$ cat src/rtl/uart_rx_word_packer_pkg.sv
// Shared constants and state encoding for the UART RX word packer.
// Bytes are packed little-endian into one bus word.
package uart_rx_word_packer_pkg;

    localparam int unsigned UART_PACK_BYTES  = 4;
    localparam int unsigned UART_PACK_WORD_W = 8 * UART_PACK_BYTES;
    localparam int unsigned UART_PACK_CNT_W  = 3;
    localparam int unsigned UART_PACK_IDLE_W = 16;

    typedef enum logic {
        UART_PACK_COLLECT,
        UART_PACK_HOLD
    } type_uart_pack_states_e;

endpackage

$ cat src/rtl/uart_rx_word_packer.sv
// Pops bytes from the UART RX FIFO and packs them little-endian into 32-bit words.
// Partial words leave on an idle timeout or an explicit flush.
module uart_rx_word_packer
    import uart_rx_word_packer_pkg::*;
(
    input  logic                        clk,
    input  logic                        rst_n,
    input  logic                        rx_fifo_empty_i,
    input  logic [7:0]                  rx_fifo_data_i,
    output logic                        rx_fifo_read_o,
    input  logic                        en_i,
    input  logic                        flush_i,
    input  logic [UART_PACK_IDLE_W-1:0] timeout_i,
    output logic                        word_valid_o,
    input  logic                        word_ready_i,
    output logic [UART_PACK_WORD_W-1:0] word_data_o,
    output logic [UART_PACK_CNT_W-1:0]  word_bytes_o
);

    localparam logic [UART_PACK_CNT_W-1:0] FULL_CNT = UART_PACK_CNT_W'(UART_PACK_BYTES);

    type_uart_pack_states_e        state_q, state_d;
    logic [UART_PACK_WORD_W-1:0]   data_q, data_d;
    logic [UART_PACK_CNT_W-1:0]    byte_cnt_q, byte_cnt_d;
    logic [UART_PACK_IDLE_W-1:0]   idle_cnt_q, idle_cnt_d;

    logic                          pop;
    logic                          word_clear;
    logic [UART_PACK_CNT_W-1:0]    cnt_post;
    logic                          timeout_hit;
    logic [UART_PACK_BYTES-1:0]    lane_we;

    // Gated by rst_n so the FIFO is never popped while the packer is held in reset.
    assign pop      = rst_n && (state_q == UART_PACK_COLLECT) && en_i && !rx_fifo_empty_i;
    assign cnt_post = byte_cnt_q + {{(UART_PACK_CNT_W-1){1'b0}}, pop};

    assign timeout_hit = !pop && (byte_cnt_q != '0) && (timeout_i != '0)
                         && (idle_cnt_q == timeout_i);

    for (genvar gi = 0; gi < UART_PACK_BYTES; gi++) begin : g_lane
        assign lane_we[gi] = pop && (byte_cnt_q == UART_PACK_CNT_W'(gi));

        always_comb begin
            data_d[8*gi +: 8] = data_q[8*gi +: 8];
            if (word_clear) begin
                data_d[8*gi +: 8] = 8'h00;
            end else if (lane_we[gi]) begin
                data_d[8*gi +: 8] = rx_fifo_data_i;
            end
        end
    end

    always_comb begin
        state_d    = state_q;
        byte_cnt_d = byte_cnt_q;
        idle_cnt_d = idle_cnt_q;
        word_clear = 1'b0;

        case (state_q)
            UART_PACK_COLLECT: begin
                byte_cnt_d = cnt_post;

                if (pop || (byte_cnt_q == '0)) begin
                    idle_cnt_d = '0;
                end else if (en_i && (idle_cnt_q != '1)) begin
                    idle_cnt_d = idle_cnt_q + 1'b1;
                end

                // Decisions use the post-pop count so a flush alongside a pop includes that byte.
                if (cnt_post == FULL_CNT) begin
                    state_d = UART_PACK_HOLD;
                end else if (flush_i && (cnt_post != '0)) begin
                    state_d = UART_PACK_HOLD;
                end else if (timeout_hit) begin
                    state_d = UART_PACK_HOLD;
                end
            end

            UART_PACK_HOLD: begin
                if (word_ready_i) begin
                    word_clear = 1'b1;
                    byte_cnt_d = '0;
                    idle_cnt_d = '0;
                    state_d    = UART_PACK_COLLECT;
                end
            end

            default: begin
                state_d = UART_PACK_COLLECT;
            end
        endcase
    end

    always_ff @(posedge clk or negedge rst_n) begin
        if (!rst_n) begin
            state_q    <= UART_PACK_COLLECT;
            data_q     <= '0;
            byte_cnt_q <= '0;
            idle_cnt_q <= '0;
        end else begin
            state_q    <= state_d;
            data_q     <= data_d;
            byte_cnt_q <= byte_cnt_d;
            idle_cnt_q <= idle_cnt_d;
        end
    end

    assign rx_fifo_read_o = pop;
    assign word_valid_o   = (state_q == UART_PACK_HOLD);
    assign word_data_o    = word_valid_o ? data_q : '0;
    assign word_bytes_o   = word_valid_o ? byte_cnt_q : '0;

endmodule

$ cat config.mk
export PLATFORM = sky130hd
export DESIGN_NAME = uart_rx_word_packer
export DESIGN_NICKNAME = d
export VERILOG_FILES = /design/src/rtl/uart_rx_word_packer_pkg.sv /design/src/rtl/uart_rx_word_packer.sv
export SDC_FILE = /design/constraint.sdc
export NUM_CORES = 1
export LEC_CHECK = 0
export BUFFER_PORTS_ARGS = -buffer_cell sky130_fd_sc_hd__buf_2
export CAP_MARGIN = 40
export CORE_UTILIZATION = 45
export CTS_CLUSTER_SIZE = 25
export DETAILED_ROUTE_END_ITERATION = 8
export PLACE_DENSITY = 0.77
export SYNTH_ARGS = -nofsm -noshare
export SYNTH_HDL_FRONTEND = slang
export SYNTH_SLANG_ARGS = --single-unit
$ cat constraint.sdc
create_clock -name clk -period 7.3 [get_ports clk]
set_clock_uncertainty 0.2 [all_clocks]
set_input_delay 0.73 -clock clk [delete_from_list [all_inputs] [get_ports clk]]
set_output_delay 0.73 -clock clk [all_outputs]
set_load 0.005 [all_outputs]
# == Word level (Yosys, flattened, before mapping) ==
# Cells that the tools add are included.
# word_totals
word_cells,65
out_inout_bits,37
ff_bits,52
# op_classes
add_sub_neg,2
reduce_logical,24
n_bitwise,1
mux,23
n_eq_ne,8
# op_table
op,count
two-way mux 8 bit,8
two-way mux 16 bit,3
two-way mux 32 bit,1
one-hot mux 16 bit (2 select lines),1
adder 16 x 1 -> 16 bit (second input constant),1
equality test 16 bit,1
inequality test 16 bit (second input constant),1
nonzero test 16 bit,1
logical AND 1 bit,12
nonzero test 2 bit,4
equality test 3 x 2 -> 1 bit (second input constant),2
two-way mux 1 bit,6
two-way mux 3 bit,2
one-hot mux 3 bit (2 select lines),1
nonzero test 3 bit,2
adder 3 x 1 -> 3 bit,1
equality test 3 x 1 -> 1 bit (second input constant),1
equality test 3 bit (second input constant),1
zero test 3 bit,1
inequality test 3 x 1 -> 1 bit (second input constant),1
zero test 1 bit,2
inequality test 2 bit (second input constant),1
one-hot mux 1 bit (2 select lines),1
AND reduction 2 bit,1
2 further kinds,2

# == Logic depth before layout (Yosys ltp) ==
# Gate-level depths: netlist of run 1.
# logic_depth
depth_word,12
depth_mapped,10
ltp_nobuf,7

# == Worst setup path after synthesis of run 1 ==
# Ideal clock, no wire load.
# synth_timing
kind,input to register
from,input port rx_fifo_empty_i
to,"register state_q, in the netlist word_valid_o"
path_slack_ps,4623
n_path_buf,2
path_stages,9
required_ps,6976
t_arrival_ps,2353
cell_sequence,nor4bb_1 buf_6 clkbuf_1 ha_1 ha_1 o21ai_0 o31ai_1 o21bai_1 o21ai_1
# synth_between
elab_chain_len,10
# synth_rtl
element,line,text
start: declaration,uart_rx_word_packer.sv:8,"input logic rx_fifo_empty_i,"
zero test 1 bit (*),uart_rx_word_packer.sv:34,assign pop = rst_n && (state_q == UART_PACK_COLLECT) && en_i && !rx_fifo_empty_i;
logical AND 1 bit (*),uart_rx_word_packer.sv:34,
net rx_fifo_read_o,uart_rx_word_packer.sv:10,"output logic rx_fifo_read_o,"
"parallel branches: the longest is 6 deep, another holds adder 3 x 1 -> 3 bit",-,
two-way mux 1 bit (*),uart_rx_word_packer.sv:70,if (cnt_post == FULL_CNT) begin
one-hot mux 1 bit (2 select lines) (*),uart_rx_word_packer.sv:59,case (state_q)
net state_d,uart_rx_word_packer.sv:22,"type_uart_pack_states_e state_q, state_d;"
end signal: assignment,uart_rx_word_packer.sv:101,state_q <= state_d;
end: declaration,uart_rx_word_packer.sv:22,
# Mark *: on every way through the listed nets, which the timed path passes.
# A chain may end at the register's enable or synchronous reset.

# == Worst setup path after layout of run 1 ==
# layout_timing
from,input port rst_n
to,output port rx_fifo_read_o
# layout_between
elab_chain_len,3
# layout_rtl
element,line,text
start: declaration,uart_rx_word_packer.sv:7,"input logic rst_n,"
logical AND 1 bit (3 in series),uart_rx_word_packer.sv:34,
end: declaration,uart_rx_word_packer.sv:10,
# No other way between the ends.

==> results of run 1 <==
[cells by family (layout without fill, tap and decap cells)]
| group | count (synthesis) | in the layout | share of synthesized area |
|---|---|---|---|
| flip-flops | 52 | 52 | 0.426 |
| adder cells (fa/ha/maj) | 3 | 3 | 0.0123 |
| buffers and inverters | 35 | 90 | 0.0491 |
| multiplexers | 24 | 24 | 0.0786 |
| AND/OR/NAND/NOR | 149 | 149 | 0.275 |
| AO/OA/AOI/OAI | 51 | 51 | 0.111 |
| XOR/XNOR | 17 | 17 | 0.0487 |
[where the power goes]
group	switching (mW)	leakage, nW	internal [mW]	total [mW]
sequential	0.0361	0.718	0.326	0.362
combinational	0.160	1.01	0.0949	0.255
clock	0.102	0.0452	0.0700	0.172
[per-layer routing]
layer,share of wire,vias to the layer above,track usage
met5,0,-,0
met4,0.016,0,0.0770
met3,0.040,12,0.0364
met2,0.49,68,0.354
met1,0.46,1277,0.286
li1,-,1285,-
[cells in the final DEF, fill, tap and decap left out, drive strengths merged, types with 2 or more instances in the layout]
| master | count |
|---|---|
| a21oi | 9 |
| mux2i | 24 |
| inv | 10 |
| o211ai | 5 |
| nand4 | 12 |
| nand3 | 18 |
| o21ai | 10 |
| a31oi | 9 |
| nor3b | 2 |
| nor4bb | 2 |
| o31a | 3 |
| and3 | 2 |
| dfrtp | 52 |
| ha | 3 |
| or4 | 3 |
| a211oi | 3 |
| nand2 | 23 |
| nor2 | 28 |
| clkbuf | 5 |
| and2 | 37 |
| o311ai | 4 |
| buf | 74 |
| nor4 | 11 |
| and4 | 2 |
| nor3 | 4 |
| xor2 | 16 |
[area by class of cell]
cell class	instances	area, µm²
clock buffers	5	68.8
clock inverters	3	25.0
fillers	584	2920
inverters	8	30.0
multi-input cells	244	1620
flip-flops and latches	52	1300
well taps	77	96.3
repair buffers	74	398
[worst register-to-register path, cell delays in order, from the launching register on]
cell	delay (ps)
dfrtp_1	370
buf_4	240
nor4bb_2	340
buf_4	270
and4bb_1	600
mux2i_1	260
nor2_1	50
[sequential cells by signal (all words and copies together), names as in the netlist]
| name | cells |
|---|---|
| data_q | 32 |
| word_valid_o | 1 |
| byte_cnt_q | 3 |
| idle_cnt_q | 16 |
[worst max path at each step]
stage                          end  slack (ps)
floorplan             word_valid_o        4620
global placement        data_q[21]        3930
detailed placement    word_valid_o        4030
CTS                 rx_fifo_read_o        4210
global route        rx_fifo_read_o        4070
finish              rx_fifo_read_o        4250
==> flow_summary.json, run 1 <==
{
  "crit_arrival_ps": 2120,
  "r2r_slack_ps": 4840,
  "fin_setup_tns_ps": 0,
  "gp_congestion": 0.851,
  "finalWorstSetupSlack_ps": 4250,
  "synth_area_leaders": "dfrtp_1 (43%), mux2i_1 (7.9%), and2_1 (7.6%), xor2_1 (4.6%), nor2_1 (3.4%)",
  "grt_max_degree": 54,
  "cts_root_buf": "clkbuf_8",
  "ir_drop_uv": 92.0,
  "synth_cell_type_count": 50,
  "crit_buf_inv": 4,
  "crit_fanout": 53,
  "rsz0062_at_grt": "false",
  "end_kind": "output port",
  "max_freq_mhz": 328,
  "status": "finished with violations",
  "finalSetupViolCount": 0,
  "slew_viol_final": 0,
  "hold_ws_ps": 322,
  "first_iter_violations": 126,
  "worstReg2RegStart": "word_valid_o",
  "final_cells": 463,
  "post_cts.repair.setup_buffers": 0,
  "final_area_um2": 3540,
  "ctsResizeCount": 0,
  "ant_nets": 0,
  "finalCoreUtilization": 0.547,
  "io-pin-count": 67,
  "path_clk_slew_ps": 100,
  "grt_pass1_vias": 2510,
  "drive_gt1_frac": 0.231,
  "hold_class": "in2async",
  "slowest_stage": "buf_4",
  "power_mw": 0.790,
  "async_flop_share": 1.00,
  "drc": 10,
  "syn_to_final_growth_pct": 15.7,
  "reg2reg_to": "data_q[15]",
  "worst_setup_path_start_kind": "input pin",
  "startpoint": "rst_n",
  "grt_pass1_wl_um": 12200,
  "leakagePower_nw": 1.77,
  "vias": 2642,
  "synth_nets": 364,
  "yosys_warnings": 0,
  "clk_latency_ps": 310,
  "antenna_cells": 0,
  "synth_top_cell_area_share": 0.426,
  "die_y_um": 84.4,
  "worst_slew_pin_slew_ps": 657,
  "period_share": 0.417,
  "num_rows": 29,
  "grt.total_usage": 0.214,
  "clk_path_buf_depth": 2,
  "drt_first_pass_iters": 6,
  "start_util": 0.473,
  "postCtsHoldBufs": 0,
  "cts_buffers": 5,
  "crit_type": "in2out",
  "power_density_nw_per_um2": 223,
  "slowest_delay_ps": 520,
  "synth.largest_area_cell": "dfrtp_1",
  "avgSynthCellArea_um2": 9.23,
  "cp_num_cells": 5,
  "routed_wl_um": 7390,
  "synth-seq-cells": 52,
  "netlist_instances": 331,
  "cts-htree-levels": 2,
  "clkSinkCount": 52,
  "port_buffers": 66,
  "syn_area_um2": 3060,
  "hold_viol_final": 0,
  "ff2ff_path_depth": 6,
  "ys_top_cells_by_count": "dfrtp_1 (52), and2_1 (37), nor2_1 (28)",
  "failed_checks": "DRC",
  "dp_hpwl_um": 5370,
  "wl_per_cell_um": 16.0,
  "overflow": 0,
  "maxCapViolCount": 0,
  "placed_cell_area_um2": 3440,
  "cp_top_family": "buffers and inverters",
  "fin_crit_ps": 3050,
  "crit_chain": "buf_2, buf_4, nor4bb_2, buf_4, buf_2",
  "floorplan.die_area_um2": 7120,
  "ys.flop_type": "dfrtp_1",
  "synth-edff-count": 0,
  "synth.most_common_cell": "dfrtp_1",
  "nets": 418,
  "viasPerCell": 5.71,
  "cts_tree": "yes",
  "place_inst": 455,
  "worstPathRequired_ps": 6370,
  "slew_headroom": 0.562,
  "coreArea_um2": 6460,
  "yosysSeqAreaShare": 0.426,
  "die_w_um": 84.4,
  "dp_slack_ps": 4030,
  "antenna_found_initial": 0
}
(Power assumes the default switching activity.)
==> inputs of run 2 (changes only) <==
Clock period 7.3 ns to 3 ns, I/O delays scaled along.
==> flow_summary.json, run 2 (synthesized netlist as in run 1, its figures left out) <==
{
  "worstReg2RegStart": "idle_cnt_q[0]",
  "cts-htree-levels": 2,
  "ctsResizeCount": 0,
  "slew_headroom": 0.513,
  "holdPathEnd": "byte_cnt_q[2]",
  "viasPerCell": 5.86,
  "largest-register": "data_q",
  "wl_per_cell_um": 16.3,
  "finalSetupViolCount": 0,
  "hold_viol_final": 0,
  "dp_slack_ps": 752,
  "vias": 2717,
  "hold_ws_ps": 35.7,
  "hold_start": "word_ready_i",
  "grt_pass1_vias": 2617,
  "cts_root_buf": "clkbuf_8",
  "finalWorstSetupSlack_ps": 608,
  "final_area_um2": 3540,
  "crit_type": "in2reg",
  "largest_register_ffs": 32,
  "clk_latency_ps": 310,
  "port_buffers": 66,
  "power_density_nw_per_um2": 545,
  "worst_setup_path_start_kind": "input pin",
  "grt_pass1_wl_um": 12900,
  "first_iter_violations": 258,
  "slowest_stage": "or4_1",
  "worstPathRequired_ps": 3050,
  "antenna_cells": 0,
  "power_mw": 1.93,
  "io-pin-count": 67,
  "drt_first_pass_iters": 7,
  "grt.total_usage": 0.225,
  "placed_cell_area_um2": 3430,
  "crit_arrival_ps": 2440,
  "clk_path_buf_depth": 2,
  "ant_nets": 0,
  "reg2reg_to": "idle_cnt_q[10]",
  "slowest_delay_ps": 550,
  "fin_setup_tns_ps": 0,
  "start_util": 0.473,
  "slew_viol_final": 0,
  "status": "finished with violations",
  "path_clk_slew_ps": 100,
  "num_rows": 29,
  "clkSinkCount": 52,
  "floorplan.die_area_um2": 7120,
  "coreArea_um2": 6460,
  "reg_top3": "data_q: 32 flops, idle_cnt_q: 16 flops, byte_cnt_q: 3 flops",
  "period_share": 0.797,
  "dp_hpwl_um": 5450,
  "failed_checks": "DRC",
  "die_y_um": 84.4,
  "rsz0062_at_grt": "false",
  "antenna_found_initial": 0,
  "syn_to_final_growth_pct": 15.8,
  "r2r_slack_ps": 780,
  "finalCoreUtilization": 0.548,
  "crit_fanout": 18,
  "cts_buffers": 5,
  "crit_buf_inv": 3,
  "hold_class": "in2reg",
  "whs_path_depth": 2,
  "overflow": 0,
  "routed_wl_um": 7560,
  "post_cts.repair.setup_buffers": 0,
  "drc": 5,
  "end_kind": "flop",
  "maxCapViolCount": 0,
  "final_common_cell": "buf_2",
  "cp_top_family": "simple AND/OR/NAND/NOR gates",
  "die_w_um": 84.4,
  "ir_drop_uv": 337,
  "cp_num_cells": 7,
  "final_cell_mix": "buf_2 (66), dfrtp_1 (52), and2_1 (37)",
  "ff2ff_path_depth": 5,
  "fin_crit_ps": 2390,
  "nets": 419,
  "leakagePower_nw": 1.78,
  "crit_chain": "dlygate4sd3_1, buf_2, nor4bb_2, buf_4, or3_1, or4_1, nand3_1",
  "final_cells": 464,
  "worst_slew_pin_slew_ps": 726,
  "drive_gt1_frac": 0.230,
  "gp_congestion": 0.862,
  "cts_tree": "yes",
  "place_inst": 455,
  "max_freq_mhz": 418,
  "grt_max_degree": 53
}
==> run 2: layout make-up <==
class	instances	area, µm²
fillers	575	2920
clock inverters	3	25.0
well taps	77	96.3
inverters	8	30.0
clock buffers	5	68.8
repair buffers	75	400
flip-flops and latches	52	1300
multi-input cells	244	1620
==> run 2: report_power, final <==
part / switching, mW / leakage, nW / internal, mW
clock: 0.257 / 0.0452 / 0.171
sequential: 0.0888 / 0.718 / 0.794
combinational: 0.393 / 1.01 / 0.227
==> run 2: worst max path at each step <==
stage	startpoint	to	slack, ps
final	rst_n	idle_cnt_q[3]	610
after floorplan	word_valid_o	word_valid_o	530
after global placement	en_i	data_q[11]	800
after global routing	rst_n	data_q[10]	520
after CTS	rst_n	idle_cnt_q[10]	620
after detailed placement	en_i	data_q[13]	750
==> run 2: routing by layer <==
metal,global-route usage,vias to the layer above,share of wire
met2,0.363,92,0.48
met5,0,-,0
met1,0.308,1321,0.44
met3,0.0413,16,0.056
li1,-,1288,-
met4,0.0740,0,0.021
==> run 2: repair_timing <==
action | CTS | global route
hold endpoints to repair | 32 | 0
hold buffers | 1 | 0
endpoints found under the setup margin | 0 | 0
==> inputs of run 3 (changes only) <==
Settings changed: PLACE_DENSITY 0.77 to 0.8.
Clock period 3 ns to 2 ns, I/O delays scaled along.
==> flow_summary.json, run 3 (synthesized netlist as in run 1, its figures left out) <==
{
  "largest_register_ffs": 32,
  "crit_type": "reg2reg",
  "final_cells": 507,
  "final_cell_mix": "buf_2 (66), dfrtp_1 (52), and2_1 (37), buf_4 (37), nor2_1 (27)",
  "start_util": 0.473,
  "crit_buf_inv": 1,
  "rsz0062_at_grt": "true",
  "clkSinkCount": 52,
  "crit_chain": "nor4bb_4, buf_6, ha_4, ha_4, o21ai_2, o31ai_2, o21bai_1, o21ai_1",
  "cts_tree": "yes",
  "finalWorstSetupSlack_ps": 16.2,
  "p_sw_frac": 0.383,
  "slowest_delay_ps": 440,
  "grt.total_usage": 0.239,
  "crit_fanout": 6,
  "startpoint": "word_valid_o",
  "failed_checks": "DRC",
  "cp_num_cells": 8,
  "maxCapViolCount": 0,
  "cp_top_family": "flip-flops",
  "pwr-share-seq": 0.406,
  "antenna_found_initial": 0,
  "drc": 3,
  "worstPathRequired_ps": 2020,
  "dp_slack_ps": 2.93,
  "finalCoreUtilization": 0.619,
  "leakagePower_nw": 2.01,
  "clk_path_buf_depth": 2,
  "grt_max_degree": 53,
  "p_switching_mw": 1.21,
  "slew_headroom": 0.555,
  "overflow": 0,
  "largest-register": "data_q",
  "worst_slew_pin_slew_ps": 667,
  "worstReg2RegStart": "word_valid_o",
  "worst_setup_path_start_kind": "flop",
  "status": "finished with violations",
  "final_common_cell": "buf_2",
  "antenna_cells": 0,
  "power_density_nw_per_um2": 791,
  "hold_viol_final": 0,
  "cts-htree-levels": 2,
  "cts_root_buf": "clkbuf_8",
  "slowest_stage": "dfrtp_1",
  "num_rows": 29,
  "end_kind": "flop",
  "reg_top3": "data_q: 32 flops, idle_cnt_q: 16 flops, byte_cnt_q: 3 flops",
  "syn_to_final_growth_pct": 30.8,
  "slew_viol_final": 0,
  "grt_pass1_wl_um": 13500,
  "period_share": 0.992,
  "r2r_slack_ps": 20,
  "first_iter_violations": 212,
  "die_y_um": 84.4,
  "internal_power_mw": 1.95,
  "die_w_um": 84.4,
  "gp_congestion": 0.974,
  "routed_wl_um": 8540,
  "reg2reg_to": "word_valid_o",
  "cp-endpoint": "word_valid_o",
  "finalSetupViolCount": 0,
  "floorplan.die_area_um2": 7120,
  "clk_latency_ps": 320,
  "grt_pass1_vias": 2839,
  "port_buffers": 66,
  "ant_nets": 0,
  "wl_per_cell_um": 16.9,
  "drt_first_pass_iters": 9,
  "viasPerCell": 5.82,
  "path_clk_slew_ps": 110,
  "io-pin-count": 67,
  "drive_gt1_frac": 0.309,
  "cts_buffers": 5,
  "hold_class": "in2reg",
  "pwr-share-clk": 0.208,
  "fin_crit_ps": 1980,
  "coreArea_um2": 6460,
  "ir_drop_uv": 393,
  "pwr-share-comb": 0.386,
  "cp_common_cell": "ha_4",
  "nets": 462,
  "crit_arrival_ps": 2000,
  "vias": 2951,
  "ff2ff_path_depth": 8,
  "max_freq_mhz": 504,
  "place_inst": 486,
  "dp_hpwl_um": 5880,
  "nFillCells": 521
}
==> run 3: area by class of cell <==
type                            instances  area (µm²)  share of cell area
Multi-Input combinational cell        244        1700               0.425
Sequential cell                        52        1300               0.326
Timing Repair Buffer                  118         773               0.193
Tap cell                               77        96.3              0.0241
Clock buffer                            5        68.8              0.0172
Inverter                                8        30.0             0.00751
Clock inverter                          3        27.5             0.00689
==> run 3: per-layer routing <==
| layer | global-route usage | wire length (µm) |
|---|---|---|
| met5 | 0 | 0 |
| met1 | 0.308 | 3510 |
| met4 | 0.0863 | 196 |
| met2 | 0.410 | 4360 |
| met3 | 0.0383 | 478 |
==> run 3: per-stage QoR <==
stage	setup TNS, ps	cell area, µm²	total power, mW	hold WS (ps)
floorplan	-95.2	3120	1.99	-296
global placement	0	3710	2.37	202
detailed placement	0	3710	2.41	198
CTS	0	3910	3.08	35.1
global route	-677	4000	3.34	56.6
finish	0	4000	3.16	45.0
==> run 3: power groups by stage <==
stage / registers [mW] / logic (mW) / clock network (mW)
2_1_floorplan: 1.30 / 0.682 / 0
3_3_place_gp: 1.29 / 1.08 / 0
3_5_place_dp: 1.30 / 1.12 / 0
4_1_cts: 1.28 / 1.13 / 0.673
5_1_grt: 1.30 / 1.34 / 0.707
6_report: 1.28 / 1.22 / 0.657
==> run 3: repair_timing <==
item	CTS	global route
gates resized for setup	1	13
setup endpoints to repair	2	23
hold buffers	10	0
buffers inserted	0	3
hold endpoints to repair	78	0
pin swaps	0	2
==> run 3: worst min path at each step <==
| stage | from | to | slack [ps] | cells after the start |
|---|---|---|---|---|
| 4_1_cts | en_i | idle_cnt_q[1] | 40 | 3 |
| 6_report | en_i | idle_cnt_q[1] | 40 | 3 |
| 3_3_place_gp | rst_n | idle_cnt_q[12] | 200 | 2 |
| 2_1_floorplan | rst_n | byte_cnt_q[0] | -300 | 0 |
| 3_5_place_dp | rst_n | byte_cnt_q[1] | 200 | 2 |
| 5_1_grt | flush_i | word_valid_o | 60 | 5 |
==> run 3: worst register-to-register path, delay by kind of cell, from the launching register on <==
kind | cells | cell delay [ps]
AO/OA/AOI/OAI | 4 | 410
adder cells (fa/ha/maj) | 2 | 360
AND/OR/NAND/NOR | 1 | 310
buffers and inverters | 1 | 170
flip-flops | 1 | 440
